## src/rtl/param_readback_pkg.sv

```systemverilog
// Shared wave-generator definitions: parameter-bus geometry and the
// readback state encoding used by the parameter-packing logic.
package param_readback_pkg;

    localparam int DEF_WORD_W    = 16;
    localparam int DEF_NUM_WORDS = 64;
    localparam int DEF_IDX_W     = 6;

    typedef enum logic [1:0] {
        ST_IDLE   = 2'd0,
        ST_STREAM = 2'd1,
        ST_DONE   = 2'd2
    } rb_state_t;

endpackage

```

## src/rtl/param_readback_if.sv

```systemverilog
// Pipe-out readback bundle: the packed parameter bus and control going in,
// the streamed word and status flags coming back.
interface param_readback_if
    import param_readback_pkg::*;
#(
    parameter int WORD_W    = DEF_WORD_W,
    parameter int NUM_WORDS = DEF_NUM_WORDS,
    parameter int IDX_W     = DEF_IDX_W
) ();

    logic                        start;
    logic [NUM_WORDS*WORD_W-1:0] packed_in;
    logic                        rd;
    logic [WORD_W-1:0]           dout;
    logic                        busy;
    logic                        done;
    logic [IDX_W-1:0]            word_idx;
    logic                        underrun;

    modport master (
        output start, packed_in, rd,
        input  dout, busy, done, word_idx, underrun
    );

    modport slave (
        input  start, packed_in, rd,
        output dout, busy, done, word_idx, underrun
    );

endinterface

```

## src/rtl/param_readback.sv

```systemverilog
// Snapshots the packed parameter bus on start and streams it out one word
// per rd strobe, lowest word first, with a one-cycle done pulse at the end.
module param_readback
    import param_readback_pkg::*;
#(
    parameter int WORD_W    = DEF_WORD_W,
    parameter int NUM_WORDS = DEF_NUM_WORDS,
    parameter int IDX_W     = DEF_IDX_W
) (
    input  logic             clk,
    input  logic             reset,
    param_readback_if.slave  bus
);

    localparam logic [IDX_W-1:0] LAST_IDX = IDX_W'(NUM_WORDS - 1);

    rb_state_t                             state;
    logic [NUM_WORDS-1:0][WORD_W-1:0]      snapshot;
    logic [IDX_W-1:0]                      idx_next;
    logic                                  load;

    assign load     = (state == ST_IDLE) && bus.start;
    assign idx_next = bus.word_idx + IDX_W'(1);

    // NOTE: the snapshot is pure data storage gated by load; it is left out of
    // reset on purpose so it maps to plain enabled flops with no reset fan-out.
    always_ff @(posedge clk) begin
        if (!reset && load) begin
            snapshot <= bus.packed_in;
        end
    end

    // NOTE: all state and outputs use non-blocking assignments so every
    // register samples pre-edge values regardless of statement order.
    always_ff @(posedge clk) begin
        if (reset) begin
            state        <= ST_IDLE;
            bus.word_idx <= '0;
            bus.dout     <= '0;
            bus.busy     <= 1'b0;
            bus.done     <= 1'b0;
            bus.underrun <= 1'b0;
        end else begin
            bus.done <= 1'b0;
            unique case (state)
                ST_IDLE: begin
                    if (bus.start) begin
                        // A simultaneous rd overrides the clear of underrun.
                        state        <= ST_STREAM;
                        bus.word_idx <= '0;
                        bus.dout     <= bus.packed_in[WORD_W-1:0];
                        bus.busy     <= 1'b1;
                        bus.underrun <= bus.rd;
                    end else if (bus.rd) begin
                        bus.underrun <= 1'b1;
                    end
                end
                ST_STREAM: begin
                    if (bus.rd) begin
                        if (bus.word_idx == LAST_IDX) begin
                            state        <= ST_DONE;
                            bus.word_idx <= '0;
                            bus.dout     <= '0;
                            bus.busy     <= 1'b0;
                            bus.done     <= 1'b1;
                        end else begin
                            bus.word_idx <= idx_next;
                            bus.dout     <= snapshot[idx_next];
                        end
                    end
                end
                ST_DONE: begin
                    state <= ST_IDLE;
                    if (bus.rd) begin
                        bus.underrun <= 1'b1;
                    end
                end
                default: begin
                    state <= ST_IDLE;
                end
            endcase
        end
    end

endmodule

```

## src/flat_wrapper.sv

```systemverilog
// flat-port wrapper written by rule: the top's interface ports become plain ports
module param_readback_flat import param_readback_pkg::*;
#(
    parameter int WORD_W    = DEF_WORD_W,
    parameter int NUM_WORDS = DEF_NUM_WORDS,
    parameter int IDX_W     = DEF_IDX_W
)
  (clk, reset, bus_start, bus_packed_in, bus_rd, bus_dout, bus_busy, bus_done, bus_word_idx, bus_underrun);
  param_readback_if #(.WORD_W(WORD_W), .NUM_WORDS(NUM_WORDS), .IDX_W(IDX_W)) bus_i ();
  input  logic clk;
  input  logic reset;
  input wire logic [$bits(bus_i.start)-1:0] bus_start;
  input wire logic [$bits(bus_i.packed_in)-1:0] bus_packed_in;
  input wire logic [$bits(bus_i.rd)-1:0] bus_rd;
  output wire logic [$bits(bus_i.dout)-1:0] bus_dout;
  output wire logic [$bits(bus_i.busy)-1:0] bus_busy;
  output wire logic [$bits(bus_i.done)-1:0] bus_done;
  output wire logic [$bits(bus_i.word_idx)-1:0] bus_word_idx;
  output wire logic [$bits(bus_i.underrun)-1:0] bus_underrun;
  assign bus_i.start = bus_start;
  assign bus_i.packed_in = bus_packed_in;
  assign bus_i.rd = bus_rd;
  assign bus_dout = bus_i.dout;
  assign bus_busy = bus_i.busy;
  assign bus_done = bus_i.done;
  assign bus_word_idx = bus_i.word_idx;
  assign bus_underrun = bus_i.underrun;
  param_readback #(.WORD_W(WORD_W), .NUM_WORDS(NUM_WORDS), .IDX_W(IDX_W)) u_core (.clk(clk), .reset(reset), .bus(bus_i));
endmodule
```

## config.mk

```make
export PLATFORM = sky130hd
export DESIGN_NAME = param_readback_flat
export DESIGN_NICKNAME = d
export VERILOG_FILES = /design/src/rtl/param_readback_pkg.sv /design/src/rtl/param_readback_if.sv /design/src/rtl/param_readback.sv /design/src/flat_wrapper.sv
export SDC_FILE = /design/constraint.sdc
export NUM_CORES = 1
export LEC_CHECK = 0
export ABC_AREA = 0
export BUFFER_PORTS_ARGS = -buffer_cell sky130_fd_sc_hd__buf_2
export CORE_AREA = 2 2 406 408
export DETAILED_ROUTE_END_ITERATION = 16
export DIE_AREA = 0 0 408 410
export MAX_ROUTING_LAYER = met4
export SYNTH_ARGS = -nofsm -noshare
export SYNTH_HDL_FRONTEND = slang
export SYNTH_SLANG_ARGS = --single-unit
```

## constraint.sdc

```tcl
create_clock -name clk -period 151.3 [get_ports clk]
set_input_delay 22.695 -clock clk [delete_from_list [all_inputs] [get_ports clk]]
set_output_delay 22.695 -clock clk [all_outputs]
set_load 0.02 [all_outputs]
```

After elaboration in Yosys (flattened, before gate mapping)
Index checks and enable logic that the tools add are counted.
{ "word_totals": {"ff_bits": 1051, "elab_cells": 112} }
{ "op_classes": {"addsub": 1, "magnitude_cmp": 1, "n_eq_ne": 6, "mux": 22, "bitwise": 2, "reduce_logical": 10} }
{ "ops": {"columns": ["cell", "count"], "rows": [
  ["$bmux W16 S6", 1],
  ["$mux W16", 4],
  ["$pmux W16 S2", 1],
  ["$mux W6", 3],
  ["$pmux W6 S2", 1],
  ["$lt A6 B7 Y1 const B", 1],
  ["$add A6 B1 Y6 const B", 1],
  ["$eq A6 B6 Y1 const B", 1],
  ["$mux W1", 6],
  ["$mux W2", 3],
  ["$reduce_and A3 Y1", 2],
  ["$ne A2 B2 Y1 const B", 2],
  ["$pmux W1 S2", 2],
  ["$pmux W2 S2", 1],
  ["$reduce_and A4 Y1", 1],
  ["$reduce_bool A2 Y1", 2],
  ["$reduce_or A3 Y1", 1],
  ["$eq A2 B1 Y1 const B", 1],
  ["$eq A2 B2 Y1 const B", 1],
  ["$logic_and A1 B1 Y1", 2],
  ["$logic_not A2 Y1", 1],
  ["$ne A2 B1 Y1 const B", 1],
  ["$not A1 Y1", 2],
  ["$logic_not A1 Y1", 1]
]} }

Longest topological paths before layout
Gate-level depths: netlist of the first run.
{ "logic_depth": {"word_depth": 6, "ltp_mapped": 11, "ltp_nobuf": 7} }

Worst setup path after synthesis of the first run
Ideal clock, no wire load.
{ "synth_path": {"path_type": "input to register", "startpoint": "in reset", "endpoint": "reg u_core.snapshot[0] (netlist bit), enable pin", "setup_time_ns": 3.672, "arrival_ns": 92.384, "required_time_ns": 147.628, "path_slack_ns": 55.244, "stages": 3, "n_path_buf": 2, "cell_sequence": "clkbuf_1 clkbuf_1 nor3_1"} }
{ "synth_between": {"elab_chain_len": 2} }
{ "synth_lines": {"columns": ["item", "line", "text"], "rows": [
  ["start, declared", "flat_wrapper.sv:11", "input logic reset;"],
  ["$logic_not A1 Y1", "param_readback.sv:28", "if (!reset && load) begin"],
  ["$logic_and A1 B1 Y1", "param_readback.sv:28", null],
  ["end signal, assigned", "param_readback.sv:29", "snapshot <= bus.packed_in;"],
  ["end, declared", "param_readback.sv:18", "logic [NUM_WORDS-1:0][WORD_W-1:0] snapshot;"]
]} }
No other way between the ends.
A chain may end at the register's enable or synchronous reset.

Final worst setup path of the first run
{ "layout_path": {"startpoint": "in reset", "endpoint": "reg u_core.snapshot[525] (netlist bit), enable pin"} }
The elaborated chain is that of the path after synthesis.

==> summary.md, run 1 <==
| Metric | Value |
|---|---|
| Slew headroom | `0.156` |
| Post-layout nets | `3,960` |
| Final WL | `156 mm` |
| Number of global-route vias before repair | `24.2k` |
| Via count | `23.3k` |
| Max-cap violations | `0` |
| Total Routing Usage GR | `0.187` |
| Max Freq | `around 37 MHz` |
| TritonCTS Sinks | `around 1.1k` |
| R2R Setup Slk | `between 100,000 and 150,000 ps` |
| CTS Buf Count | `around 110` |
| Avg WL per Cell | `29.6 um` |
| Commonest non-fill, non-tap cells in the layout | `buf_2 (1,052), edfxtp_1 (1,024), mux4_2 (262), clkbuf_16 (115), nand2_1 (114)` |
| Async SR Flop Fraction | `0` |
| Hold Buf Count CTS | `0` |
| Core Area | `163,000 sq um` |
| HP Start | `u_core.bus.underrun$_SDFFE_PP0P_` |
| RePlAce Congestion | `approximately 0.9` |
| Crit path kind | `primary input to flop` |
| Commonest non-fill, non-tap cell in the layout | `buf_2` |
| Crit-path max FO | `189` |
| Crit path time final | `26,690 ps` |
| DR iter-0 viols | `2,503` |
| Leak Pwr | `18.1 nW` |
| Register area share after synthesis | `0.776` |
| CTS resizes | `0` |
| Die height | `410 um` |
| Post-Syn Instances | `1,826` |
| VDD IR max | `0.0000102 V` |
| Die X | `408 um` |
| RSZ-0062 raised after global routing | `no` |
| Clk_lat worst skew | `780 ps` |
| Drt drc | `0` |
| Final setup violation count | `0` |
| Vias per inst | `4.42` |
| Fin. Hold Viols | `0` |
| Layout Skew | `43.9 ps` |
| Layout overhead on the synthesized area | `29.3%` |
| Worst slew pin tran | `between 1000 and 1500 ps` |
| Mux cell area share after synthesis | `0.158` |
| RR Endpoint | `u_core.bus.dout[10]$_SDFFE_PP0P_` |
| Pwr per Cell Area | `12.9 nW/um^2` |
| H-Tree Depth | `3` |
| Die footprint | `between 150,000 and 200,000 sq um` |
| Initial antenna violation count | `90` |
| Hold EP | `u_core.bus.underrun$_SDFFE_PP0P_` |
| Synth Area in Simple Gates | `0.0273` |
| Synthesized area | `40,300 sq um` |
| EDFF count, synth | `1,024` |
| R2r worst-path depth | `9` |
| Adder-cell area share of the yosys netlist | `0.000310` |
| Post-synth cell types | `57` |
| R2R Path Start | `u_core.bus.word_idx[0]$_SDFFE_PP0P_` |
| Initial core utilization | `0.247` |
| Compound-gate portion of the synthesized area | `0.0224` |
| Routed Antenna Nets | `0` |
| DR pass1 iterations | `5` |
| Syn. warnings | `0` |
| CTS tree | `done` |
| Flops & latches, synth | `1,051` |
| Reg clk slew, reported paths | `60 ps` |
| Worst Path Arrival | `about 27,000 ps` |
| # IOs | `roughly 1.1k` |
| Tcrit/Tclk final | `0.176` |
| Slew Limit Fails | `0` |
| Prevailing post-synth register cell | `edfxtp_1` |
| Pin count of the biggest net entering global routing | `228` |
| Cell row count | `149` |
| CP Data Required Time | `~150,000 ps` |
| Status | `completed` |
| Syn Nets | `2,855` |
| Syn avg cell area | `between 20 and 25 sq um` |
| XOR/XNOR Fraction of Synth Area | `0.00168` |
| Combinational family with the most area after synthesis | `multiplexers` |
| CP Launch Type | `primary input` |
| DP Wirelength | `119 mm` |
| Layout Utilization | `0.319` |
| Root buffer cell | `clkbuf_16` |
| Hold Path Stages | `2` |
| HP Class | `flop to flop` |
| Fin Setup TNS | `0 ps` |
| Setup crit end kind | `flop` |
| CTS Buffer Depth | `3` |
| First-pass GRT wire length | `roughly 200 mm` |
| PortBufs | `1,052` |
| Share of cells above drive strength 1 | `0.514` |
| Setup repair bufs after CTS | `0` |
| Grt ovf | `0` |
layer usage:
| layer | GRT usage | vias to the layer above | part of all wire |
|---|---|---|---|
| met4 | 0.0595 | 0 | 0.026 |
| met2 | 0.319 | 1098 | 0.52 |
| met1 | 0.205 | 11960 | 0.36 |
| met3 | 0.0614 | 203 | 0.091 |
| met5 | - | - | 0 |
| li1 | - | 10029 | - |
worst max path at each step:
stage / startpoint / endpoint / slack, ps / cells after the start
after global routing: reset / u_core.snapshot[364]$_DFFE_PP_ / 124370 / 6
after detailed placement: reset / u_core.snapshot[525]$_DFFE_PP_ / 123910 / 6
final: reset / u_core.snapshot[525]$_DFFE_PP_ / 124610 / 6
after floorplan: reset / u_core.snapshot[0]$_DFFE_PP_ / 55240 / 3
after CTS: reset / u_core.snapshot[284]$_DFFE_PP_ / 124790 / 6
after global placement: reset / u_core.snapshot[264]$_DFFE_PP_ / 124040 / 6
state kept, by name, indices dropped and copies added (netlist names):
name	count
u_core.state	2
u_core.bus.dout	16
u_core.bus.done	1
u_core.bus.busy	1
u_core.bus.underrun	1
u_core.snapshot	1024
u_core.bus.word_idx	6
report_power, final:
part           switching, mW  internal [mW]  leakage [nW]  total (mW)
combinational         0.0268         0.0223          6.59      0.0491
clock                  0.121          0.163          1.82       0.283
sequential           0.00410          0.335          9.72       0.339
area by class of cell:
| class | count | area, sq um |
|---|---|---|
| Fill cell | 15996 | 111000 |
| Sequential cell | 1051 | 31300 |
| Multi-Input combinational cell | 672 | 8560 |
| Timing Repair Buffer | 1091 | 5620 |
| Clock buffer | 140 | 2970 |
| Tap cell | 2189 | 2740 |
| Clock inverter | 67 | 791 |
| Antenna cell | 58 | 145 |
| Inverter | 1 | 3.75 |
worst max-delay path, cell delays in order:
cell    delay [ps]
buf_2          340
nor3_2         320
buf_12         680
buf_4          960
buf_4          740
buf_12         630
metrics by stage:
stage	instances	hold WS (ps)	setup slack [ps]	area, sq um	power (mW)
3_5_place_dp	5004	472	123910	48200	0.395
5_1_grt	5252	507	124370	52100	0.694
2_1_floorplan	1826	549	55240	40300	0.398
3_3_place_gp	5004	475	124040	48200	0.395
6_report	5269	475	124610	52100	0.671
4_1_cts	5211	481	124790	52000	0.680
Yosys cell counts, types with 3 or more instances:
cell type | n | share of area
o41ai_1 | 5 | 0.0011
a221oi_1 | 10 | 0.0022
nand3_1 | 47 | 0.0058
buf_2 | 45 | 0.0056
nand2_1 | 114 | 0.011
edfxtp_1 | 1024 | 0.76
o21ai_1 | 3 | 0.00037
dfxtp_1 | 27 | 0.013
a21oi_1 | 17 | 0.0021
nor2_1 | 17 | 0.0016
nor3_1 | 4 | 0.00050
nand2b_1 | 3 | 0.00047
a41oi_1 | 3 | 0.00065
a22oi_1 | 20 | 0.0037
or2_0 | 4 | 0.00062
clkbuf_1 | 26 | 0.0024
o211ai_1 | 4 | 0.00074
o2111ai_1 | 9 | 0.0020
mux4_2 | 262 | 0.15
o22a_1 | 8 | 0.0017
a211oi_1 | 11 | 0.0020
buf_6 | 5 | 0.0014
mux2i_1 | 33 | 0.0082
or2_2 | 7 | 0.0011
mux2_2 | 7 | 0.0020
o22ai_1 | 6 | 0.00093
and3_1 | 16 | 0.0025
buf_4 | 24 | 0.0045
a21o_1 | 3 | 0.00056
nand4_1 | 14 | 0.0022
a31oi_1 | 11 | 0.0017
mux2_1 | 5 | 0.0014
cells by family (layout without fill, tap and decap cells):
group	after synthesis	count (layout)
simple gates	236	236
mux	307	307
compound gates	122	122
buf+inv	103	1299
fa+ha+maj	1	1
xor+xnor	6	6
flops	1051	1051
other cells	0	58
No activity file was read; power rests on OpenSTA's default activity.
==> inputs of run 2 (changes only) <==
--- a/config.mk
+++ b/config.mk
@@ -7,9 +7,9 @@
 export LEC_CHECK = 0
 export ABC_AREA = 0
 export BUFFER_PORTS_ARGS = -buffer_cell sky130_fd_sc_hd__buf_2
-export CORE_AREA = 2 2 406 408
+export CORE_AREA = 2 2 405 407
 export DETAILED_ROUTE_END_ITERATION = 16
-export DIE_AREA = 0 0 408 410
+export DIE_AREA = 0 0 407 409
 export MAX_ROUTING_LAYER = met4
 export SYNTH_ARGS = -nofsm -noshare
 export SYNTH_HDL_FRONTEND = slang
==> constraint.sdc (replaced) <==
create_clock -name clk -period 22.8 [get_ports clk]
set_input_delay 3.42 -clock clk [delete_from_list [all_inputs] [get_ports clk]]
set_output_delay 3.42 -clock clk [all_outputs]
set_load 0.02 [all_outputs]
==> run 2 against run 1 <==
Core utilization is 0.19 points higher. Combinational power rose to 6.6 times the previous value. First-iteration DRC count decreased by 21%. Largest power group unchanged.
==> summary.md, run 2 (synthesized netlist as in run 1, its figures left out) <==
| Metric | Value |
|---|---|
| Hold Buf Count CTS | `0` |
| Combined area of the multi-input logic cells | `8580 sq um` |
| Grt ovf | `0` |
| Crit-path max FO | `87` |
| Worst slew pin tran | `1120 ps` |
| Vias per inst | `4.43` |
| Core Area | `162,000 sq um` |
| Cell internal pwr | `roughly 3.4 mW` |
| Routed Antenna Nets | `0` |
| Max-cap violations | `0` |
| Final WL | `154 mm` |
| Number of global-route vias before repair | `24.5k` |
| DR iter-0 viols | `1,988` |
| H-Tree Depth | `3` |
| Clock power frac | `0.417` |
| Total Routing Usage GR | `0.186` |
| DR pass1 iterations | `5` |
| CTS Buf Count | `115` |
| Via count | `23.2k` |
| Slew headroom | `0.252` |
| Cell row count | `between 100 and 150` |
| Top Registers | `u_core.snapshot: 1024 flops, u_core.bus.dout: 16 flops, u_core.bus.word_idx: 6 flops` |
| Power Total | `4.41 mW` |
| Max Freq | `between 100 and 150 MHz` |
| HP Class | `flop to flop` |
| Switching share of power | `0.226` |
| Reg with most FFs | `u_core.snapshot` |
| Avg WL per Cell | `about 30 um` |
| Reg clk slew, reported paths | `60 ps` |
| Initial core utilization | `0.249` |
| CTS resizes | `0` |
| TritonCTS Sinks | `1,051` |
| Status | `completed` |
| Initial antenna violation count | `71` |
| Worst Path Arrival | `7510 ps` |
| Final hold slack | `484 ps` |
| Tcrit/Tclk final | `0.313` |
| Die footprint | `166,000 sq um` |
| VDD IR max | `0.0000673 V` |
| Pin count of the biggest net entering global routing | `184` |
| Leak Pwr | `18.1 nW` |
| Layout overhead on the synthesized area | `28.9%` |
| Setup repair bufs after CTS | `0` |
| Clk_lat worst skew | `between 700 and 800 ps` |
| Commonest non-fill, non-tap cells in the layout | `buf_2 (1,052), edfxtp_1 (1,024), mux4_2 (262), clkbuf_16 (118), nand2_1 (114)` |
| DP Wirelength | `118 mm` |
| Comb power frac | `0.074` |
| Root buffer cell | `clkbuf_16` |
| Fillers | `around 16k` |
| CP Data Required Time | `23,170 ps` |
| Crit path kind | `primary input to flop` |
| RePlAce Congestion | `0.859` |
| Flop pwr share | `0.510` |
| Total net switching power | `0.996 mW` |
| Setup crit end kind | `flop` |
| Pwr per Cell Area | `84.8 nW/um^2` |
| CP Launch Type | `primary input` |
| Layout Skew | `33.6 ps` |
| Final setup violation count | `0` |
| RSZ-0062 raised after global routing | `no` |
| Commonest non-fill, non-tap cell in the layout | `buf_2` |
| Share of cells above drive strength 1 | `0.509` |
| Slew Limit Fails | `0` |
| Post-layout nets | `3,962` |
| Die height | `409 um` |
| Crit path time final | `7140 ps` |
| Max reg flops | `1,024` |
| Drt drc | `0` |
| PortBufs | `1,052` |
| R2R Setup Slk | `approximately 18,000 ps` |
| First-pass GRT wire length | `just over 200 mm` |
| CTS Buffer Depth | `3` |
| Fin. Hold Viols | `0` |
| Die X | `407 um` |
| CTS tree | `done` |
| Register area | `31,300 sq um` |
| # IOs | `between 1k and 1.5k` |
-- run 2: cell types whose count changed in the layout (fill, tap and decap cells not counted), sizes merged --
| cell | previous run | this run |
|---|---|---|
| diode | 58 | 44 |
| clkbuf | 140 | 152 |
| bufinv | 13 | 7 |
| clkinv | 42 | 36 |
| buf | 1091 | 1092 |
| clkinvlp | 5 | 4 |
| inv | 8 | 7 |
-- run 2: worst paths after layout --
check | startpoint | depth (start not counted) | end
worst min register to register | u_core.bus.underrun$_SDFFE_PP0P_ | 2 | u_core.bus.underrun$_SDFFE_PP0P_
worst min-delay path | u_core.bus.underrun$_SDFFE_PP0P_ | 2 | u_core.bus.underrun$_SDFFE_PP0P_
worst max register to register | u_core.bus.word_idx[0]$_SDFFE_PP0P_ | 8 | u_core.bus.dout[1]$_SDFFE_PP0P_
worst max-delay path | reset | 6 | u_core.snapshot[300]$_DFFE_PP_
-- run 2: layer usage --
metal / track usage / routed length [um] / vias to the layer above
met5: - / 0 / -
li1: - / - / 10013
met4: 0.0453 / 3650 / 0
met2: 0.319 / 79200 / 1068
met1: 0.219 / 59100 / 11920
met3: 0.0430 / 12300 / 210
-- run 2: per-stage QoR --
stage	setup WS (ps)	cell area [sq um]	utilization	cells	TNS, ps
floorplan	-5570	40300	-	1826	-5703680
global placement	15010	48200	0.297	4991	0
detailed placement	14870	48200	0.297	4991	0
CTS	15740	51900	0.320	5196	0
global route	15420	51900	0.321	5225	0
finish	15660	52000	0.321	5240	0
-- run 2: layout make-up --
class	count	area share
Tap cell	2175	0.0524
Clock inverter	53	0.0103
Clock buffer	152	0.0602
Inverter	1	0.0000722
Multi-Input combinational cell	672	0.165
Antenna cell	44	0.00212
Sequential cell	1051	0.602
Timing Repair Buffer	1092	0.108
-- run 2: power by group through the flow --
stage	Combinational (mW)	Clock, mW	Sequential (mW)
6_report	0.325	1.84	2.25
5_1_grt	0.352	1.95	2.25
3_3_place_gp	0.333	0	2.28
4_1_cts	0.337	1.88	2.25
2_1_floorplan	0.151	0	2.35
3_5_place_dp	0.336	0	2.29
-- run 2: worst max-delay path: stages --
cell and delay, ps:
buf_2 350, nor3_4 240, buf_4 600, buf_4 850, buf_4 850, buf_4 950
